### src/rtl/lsu_pkg.sv
// rtl/lsu_pkg.sv - shared state encoding, access-size and byte-enable constants for the load/store unit
package lsu_pkg;

    // FSM state encoding, kept as plain constants so the controller can decode it too
    localparam logic [1:0] ST_IDLE = 2'd0;
    localparam logic [1:0] ST_REQ  = 2'd1;
    localparam logic [1:0] ST_WAIT = 2'd2;
    localparam logic [1:0] ST_DONE = 2'd3;

    // func3 access size / signedness
    localparam logic [2:0] F3_B  = 3'b000;
    localparam logic [2:0] F3_H  = 3'b001;
    localparam logic [2:0] F3_W  = 3'b010;
    localparam logic [2:0] F3_BU = 3'b100;
    localparam logic [2:0] F3_HU = 3'b101;

    // store byte-enable patterns produced by the controller
    localparam logic [3:0] BE_NONE = 4'b0000;
    localparam logic [3:0] BE_SB   = 4'b0001;
    localparam logic [3:0] BE_SH   = 4'b0011;
    localparam logic [3:0] BE_SW   = 4'b1111;

    // size is func3[1:0]: 00 byte, 01 half, anything else is treated as a word
    function automatic logic lsu_misaligned(input logic [1:0] size, input logic [1:0] lane);
        case (size)
            2'b00:   return 1'b0;
            2'b01:   return lane[0];
            default: return (lane != 2'b00);
        endcase
    endfunction

endpackage

### src/rtl/load_store_unit_if.sv
// rtl/load_store_unit_if.sv - memory bus between the load/store unit (master) and data memory (slave)
// bus_req/bus_we/bus_addr/bus_wdata : request from master; bus_we == 0 means read
// bus_gnt                           : slave accepted the request this cycle
// bus_rvalid/bus_rdata              : read data returned by the slave
interface load_store_unit_if #(parameter int ADDR_W = 32);
    logic              bus_req;
    logic [3:0]        bus_we;
    logic [ADDR_W-1:0] bus_addr;
    logic [31:0]       bus_wdata;
    logic              bus_gnt;
    logic              bus_rvalid;
    logic [31:0]       bus_rdata;

    modport master (
        output bus_req, bus_we, bus_addr, bus_wdata,
        input  bus_gnt, bus_rvalid, bus_rdata
    );

    modport slave (
        input  bus_req, bus_we, bus_addr, bus_wdata,
        output bus_gnt, bus_rvalid, bus_rdata
    );
endinterface

### src/rtl/load_store_unit_load_extend.sv
// rtl/load_store_unit_load_extend.sv - selects byte/halfword from a read word and extends it
// rdata  : raw read word from the bus
// lane   : byte offset addr[1:0] of the access
// func3  : access size and signedness
// result : extended 32-bit load value
module load_extend
    import lsu_pkg::*;
(
    input  logic [31:0] rdata,
    input  logic [1:0]  lane,
    input  logic [2:0]  func3,
    output logic [31:0] result
);
    logic [31:0] shifted;

    always_comb begin
        // bring the addressed byte/halfword down to bit 0
        shifted = rdata >> {lane, 3'b000};
        case (func3)
            F3_B:    result = {{24{shifted[7]}}, shifted[7:0]};
            F3_H:    result = {{16{shifted[15]}}, shifted[15:0]};
            F3_BU:   result = {24'd0, shifted[7:0]};
            F3_HU:   result = {16'd0, shifted[15:0]};
            default: result = rdata;
        endcase
    end
endmodule

### src/rtl/load_store_unit.sv
// rtl/load_store_unit.sv - single-outstanding load/store unit with stall and misalignment detection
// clk, rst        : clock, asynchronous active-high reset
// ld_en, dm_w_en  : load request / store byte enables (store wins when both set)
// func3, addr     : access size/sign and effective address
// st_data         : store data
// bus             : memory bus master port
// ld_data_f       : extended load result, held until the next load completes
// stall           : hold PC and register-file write
// misalign_err    : current access is misaligned and was suppressed
module load_store_unit
    import lsu_pkg::*;
#(
    parameter int ADDR_W = 32
) (
    input  logic                      clk,
    input  logic                      rst,
    input  logic                      ld_en,
    input  logic [3:0]                dm_w_en,
    input  logic [2:0]                func3,
    input  logic [ADDR_W-1:0]         addr,
    input  logic [31:0]               st_data,
    load_store_unit_if.master         bus,
    output logic [31:0]               ld_data_f,
    output logic                      stall,
    output logic                      misalign_err
);
    logic [1:0]  state;
    logic        is_store;
    logic        pending;
    logic        misaligned;
    logic        start;
    logic [3:0]  we_shifted;
    logic [31:0] wdata_lanes;
    logic        lat_load;
    logic [1:0]  lat_lane;
    logic [2:0]  lat_func3;
    logic [31:0] ld_ext;

    assign is_store   = (dm_w_en != BE_NONE);
    assign pending    = is_store || ld_en;
    assign misaligned = lsu_misaligned(func3[1:0], addr[1:0]);
    assign start      = pending && !misaligned;
    assign we_shifted = dm_w_en << addr[1:0];

    // narrow stores are replicated across lanes so the strobes alone pick the target bytes
    always_comb begin
        case (dm_w_en)
            BE_SB:   wdata_lanes = {4{st_data[7:0]}};
            BE_SH:   wdata_lanes = {2{st_data[15:0]}};
            default: wdata_lanes = st_data;
        endcase
    end

    always_comb begin
        stall = 1'b0;
        case (state)
            ST_IDLE: stall = start;
            ST_REQ:  stall = 1'b1;
            ST_WAIT: stall = 1'b1;
            default: stall = 1'b0;
        endcase
    end

    assign misalign_err = (state == ST_IDLE) && pending && misaligned;
    // decoded from state so reset drops the request without a clock edge
    assign bus.bus_req  = (state == ST_REQ);

    // extraction uses the lane/size latched at request time, not the live inputs
    load_extend u_load_extend (
        .rdata  (bus.bus_rdata),
        .lane   (lat_lane),
        .func3  (lat_func3),
        .result (ld_ext)
    );

    always_ff @(posedge clk or posedge rst) begin
        if (rst) begin
            state         <= ST_IDLE;
            bus.bus_we    <= 4'b0000;
            bus.bus_addr  <= '0;
            bus.bus_wdata <= 32'd0;
            ld_data_f     <= 32'd0;
            lat_load      <= 1'b0;
            lat_lane      <= 2'b00;
            lat_func3     <= 3'b000;
        end else begin
            case (state)
                ST_IDLE: begin
                    if (start) begin
                        bus.bus_addr  <= {addr[ADDR_W-1:2], 2'b00};
                        bus.bus_we    <= we_shifted;
                        bus.bus_wdata <= wdata_lanes;
                        lat_load      <= !is_store;
                        lat_lane      <= addr[1:0];
                        lat_func3     <= func3;
                        state         <= ST_REQ;
                    end
                end
                ST_REQ: begin
                    if (bus.bus_gnt) begin
                        if (!lat_load) begin
                            state <= ST_DONE;
                        end else if (bus.bus_rvalid) begin
                            ld_data_f <= ld_ext;
                            state     <= ST_DONE;
                        end else begin
                            state <= ST_WAIT;
                        end
                    end
                end
                ST_WAIT: begin
                    if (bus.bus_rvalid) begin
                        ld_data_f <= ld_ext;
                        state     <= ST_DONE;
                    end
                end
                default: state <= ST_IDLE;
            endcase
        end
    end
endmodule

### src/flat_wrapper.sv
// flat-port wrapper written by rule: the top's interface ports become plain ports
module load_store_unit_flat import lsu_pkg::*;
#(
    parameter int ADDR_W = 32
)
  (clk, rst, ld_en, dm_w_en, func3, addr, st_data, ld_data_f, stall, misalign_err, bus_bus_req, bus_bus_we, bus_bus_addr, bus_bus_wdata, bus_bus_gnt, bus_bus_rvalid, bus_bus_rdata);
  load_store_unit_if #(.ADDR_W(ADDR_W)) bus_i ();
  input  logic clk;
  input  logic rst;
  input  logic ld_en;
  input  logic [3:0] dm_w_en;
  input  logic [2:0] func3;
  input  logic [ADDR_W-1:0] addr;
  input  logic [31:0] st_data;
  output logic [31:0] ld_data_f;
  output logic stall;
  output logic misalign_err;
  output wire logic [$bits(bus_i.bus_req)-1:0] bus_bus_req;
  output wire logic [$bits(bus_i.bus_we)-1:0] bus_bus_we;
  output wire logic [$bits(bus_i.bus_addr)-1:0] bus_bus_addr;
  output wire logic [$bits(bus_i.bus_wdata)-1:0] bus_bus_wdata;
  input wire logic [$bits(bus_i.bus_gnt)-1:0] bus_bus_gnt;
  input wire logic [$bits(bus_i.bus_rvalid)-1:0] bus_bus_rvalid;
  input wire logic [$bits(bus_i.bus_rdata)-1:0] bus_bus_rdata;
  assign bus_bus_req = bus_i.bus_req;
  assign bus_bus_we = bus_i.bus_we;
  assign bus_bus_addr = bus_i.bus_addr;
  assign bus_bus_wdata = bus_i.bus_wdata;
  assign bus_i.bus_gnt = bus_bus_gnt;
  assign bus_i.bus_rvalid = bus_bus_rvalid;
  assign bus_i.bus_rdata = bus_bus_rdata;
  load_store_unit #(.ADDR_W(ADDR_W)) u_core (.clk(clk), .rst(rst), .ld_en(ld_en), .dm_w_en(dm_w_en), .func3(func3), .addr(addr), .st_data(st_data), .bus(bus_i), .ld_data_f(ld_data_f), .stall(stall), .misalign_err(misalign_err));
endmodule
### config.mk
export PLATFORM = sky130hd
export DESIGN_NAME = load_store_unit_flat
export DESIGN_NICKNAME = d
export VERILOG_FILES = /design/src/rtl/lsu_pkg.sv /design/src/rtl/load_store_unit_if.sv /design/src/rtl/load_store_unit_load_extend.sv /design/src/rtl/load_store_unit.sv /design/src/flat_wrapper.sv
export SDC_FILE = /design/constraint.sdc
export NUM_CORES = 1
export LEC_CHECK = 0
export ABC_CLOCK_PERIOD_IN_PS = 4250
export CAP_MARGIN = 20
export CORE_MARGIN = 5
export CORE_UTILIZATION = 44
export CTS_BUF_LIST = sky130_fd_sc_hd__clkbuf_8
export DETAILED_ROUTE_END_ITERATION = 12
export GPL_TIMING_DRIVEN = 1
export PLACE_DENSITY = 0.93
export SYNTH_ARGS = -nofsm -noshare
export SYNTH_HDL_FRONTEND = slang
export SYNTH_SLANG_ARGS = --single-unit
### constraint.sdc
create_clock -name clk -period 4.25 [get_ports clk]
set_input_delay 1.0625 -clock clk [delete_from_list [all_inputs] [get_ports clk]]
set_output_delay 1.0625 -clock clk [all_outputs]
set_load 0.01 [all_outputs]
==> flow_summary.toml <==
[run_status]
status = "complete, no violations"

[setup_path]
crit-reg2reg-capture = "u_core.ld_data_f[12]"
r2r_start = "u_core.lat_lane[1]"
worstPathArrival_ns = 2.90
reg2reg_slack_ns = 1.94
critPathMaxFanout = 3
cp.required_ns = 3.19
r2r_cells = 3
endpoint_kind = "primary output"
crit_type = "input port to primary output"
crit_path_start_kind = "input port"

[route]
drt_iter0_markers = 354
drc_errors = 0
via_count = 4460
drtAntennaViolNets = 0
drt_wl_total_um = 15270
drt-wirelength-per-cell_um = 18.62
viasPerCell = 5.439
dr.pass1.iters = 5

[logic_synthesis]
postSynthCellCount = 478
synth_top_area_share_pct = 52.57
ys_warn_count = 0
synth.avg_cell_area_um2 = 10.56
yosys_most_used_dff = "dfrtp_1"
ys_ff_latch = 106
netlist_top_cells_count = "dfrtp_1 (106), nand2_1 (69), o21ai_0 (59), mux2_1 (43), mux2i_1 (35)"
synthArstFlopShare_pct = 100.0
post-synth-top-count-cell = "dfrtp_1"
ys_types = 39
synth_top_area_cell = "dfrtp_1"
synth_edf_count = 0
seq_area_frac_synth_pct = 52.57
synthesis.area_mm2 = 0.005046
synth_area_leaders = "dfrtp_1 (53%), mux2_1 (9.6%), mux2i_1 (6.9%)"

[flow_run]
max_cap_violations = 0

[cells_and_area]
area_delta_synth_final_pct = 47.21
n_fill_cell = 857
drive_gt1_share_pct = 4.727
ff_latch_area_mm2 = 0.002653
num_antenna_cells = 0
finish.utilization_pct = 65.62
final_nets = 786
multi_input_area_mm2 = 0.002197

[clock_tree]
cts_root_buf = "clkbuf_8"
clk_path_buf_depth = 2
cts_made_buffers = 9
post_cts_buffers = 0
cts_repair_resize_count = 0
clkSinkCount = 106
cts_hold_buf = 0
clock_latency_ns = 0.35
cts_tree = "done"
clk_pin_slew_ns = 0.09
htree_levels = 3

[min_path]
min_from = "u_core.bus.bus_wdata[16]"
whs_path_depth = 2
worstHoldEndpoint = "u_core.bus.bus_wdata[16]"
hp-class = "flop to flop"

[placed_design]
dpl.hpwl_um = 11630
gp_congestion = 0.8534
portBuffers = 208

[power_and_ir_drop]
total_leakage_power_uw = 0.003142
ir_worst_vdd_mv = 0.3638
power.density_mw_per_mm2 = 651.0

[die]
die_h_um = 117.1
ios = 211
die-area_mm2 = 0.01371
placementRows = 39
core_mm2 = 0.01132
die_x_um = 117.1
start_util_pct = 44.57

[timing]
fin_crit_ns = 3.962
setup_violations = 0
rsz0062_at_grt = "false"
fmax_mhz = 252.4
final-hold-violation-count = 0
slew_headroom_pct = 30.94
setup_tns_ns = 0
final.period_utilization_pct = 93.23
worst_pin_slew_ns = 1.036
whs_ns = 0.4849
slew_violations = 0
finClkSkew_ns = 0.01345

[global_routing]
grt_use_total_pct = 22.23
grt_overflow = 0
antenna_found_initial = 0
grt_pass1_vias = 4685
grt_max_degree = 101
grt_pass1_wl_um = 23560
## worst max path at each step
stage | start | end | slack, ns | cells after the start
2_1_floorplan | rst | u_core.bus.bus_addr[10] | 0.40 | 1
3_3_place_gp | dm_w_en[0] | stall | 0.33 | 5
3_5_place_dp | dm_w_en[0] | stall | 0.30 | 5
4_1_cts | func3[1] | stall | 0.29 | 5
5_1_grt | func3[1] | stall | 0.17 | 5
6_report | func3[1] | stall | 0.29 | 5
## through the flow
stage                     std cells  total power, µW  instance area, µm²  setup slack [ns]
after detailed placement        805             4255                7227            0.2957
after CTS                       819             4856                7401            0.2908
after global placement          805             4130                7227            0.3341
after global routing            820             5178                7428            0.1653
final                           820             4836                7428            0.2877
after floorplan                 479             2920                5050            0.3986
## critical path, stage by stage
cell             delay, ns
clkdlybuf4s50_1       0.44
o21ai_0               0.48
o2111ai_4             0.18
a21oi_1               0.18
clkdlybuf4s50_1       0.56
## flip-flops by register name, indices dropped and copies added (netlist names)
name                  cells
u_core.bus.bus_we         4
u_core.state              2
u_core.bus.bus_wdata     32
u_core.lat_load           1
u_core.ld_data_f         32
u_core.lat_func3          3
u_core.lat_lane           2
u_core.bus.bus_addr      30
## cells by family after synthesis
group / synth area share (%)
AO/OA/AOI/OAI: 10.27
multiplexers: 17.65
buffers and inverters: 4.265
AND/OR/NAND/NOR: 14.18
other: 0.07431
adder cells (fa/ha/maj): 0.9919
flip-flops: 52.57
## area by class of cell
type                            instances  share of cell area, %
Clock buffer                            9                  1.668
Inverter                                9                 0.4885
Tap cell                              143                  2.409
Sequential cell                       106                  35.71
Multi-Input combinational cell        330                  29.58
Clock inverter                          5                 0.6737
Timing Repair Buffer                  218                  29.48
## report_power, final
group	leakage (µW)	switching, µW	internal, µW
clock network	0.0000936	321	262
logic	0.00175	1080	1330
registers	0.00129	349	1490
## placed cells by master, fill, tap and decap left out, types with 7 or more instances in the layout
cell type,count
and2_1,7
nor3b_1,8
nand2b_1,8
buf_4,8
clkbuf_8,9
a211oi_1,9
nand3_1,32
nor2_1,19
nand2_1,69
mux2_1,43
dfrtp_1,106
inv_1,10
o21ai_0,59
clkdlybuf4s50_1,208
a21oi_1,11
mux2i_1,35
## layer usage
layer / global-route usage [%] / share of wire, % / vias to the layer above
met3: 8.997 / 13 / 16
li1: - / - / 2044
met1: 25.21 / 36 / 2142
met4: 5.810 / 1.4 / 0
met5: 0 / 0 / -
met2: 39.02 / 49 / 258
Power figures use the tool's default switching activity.
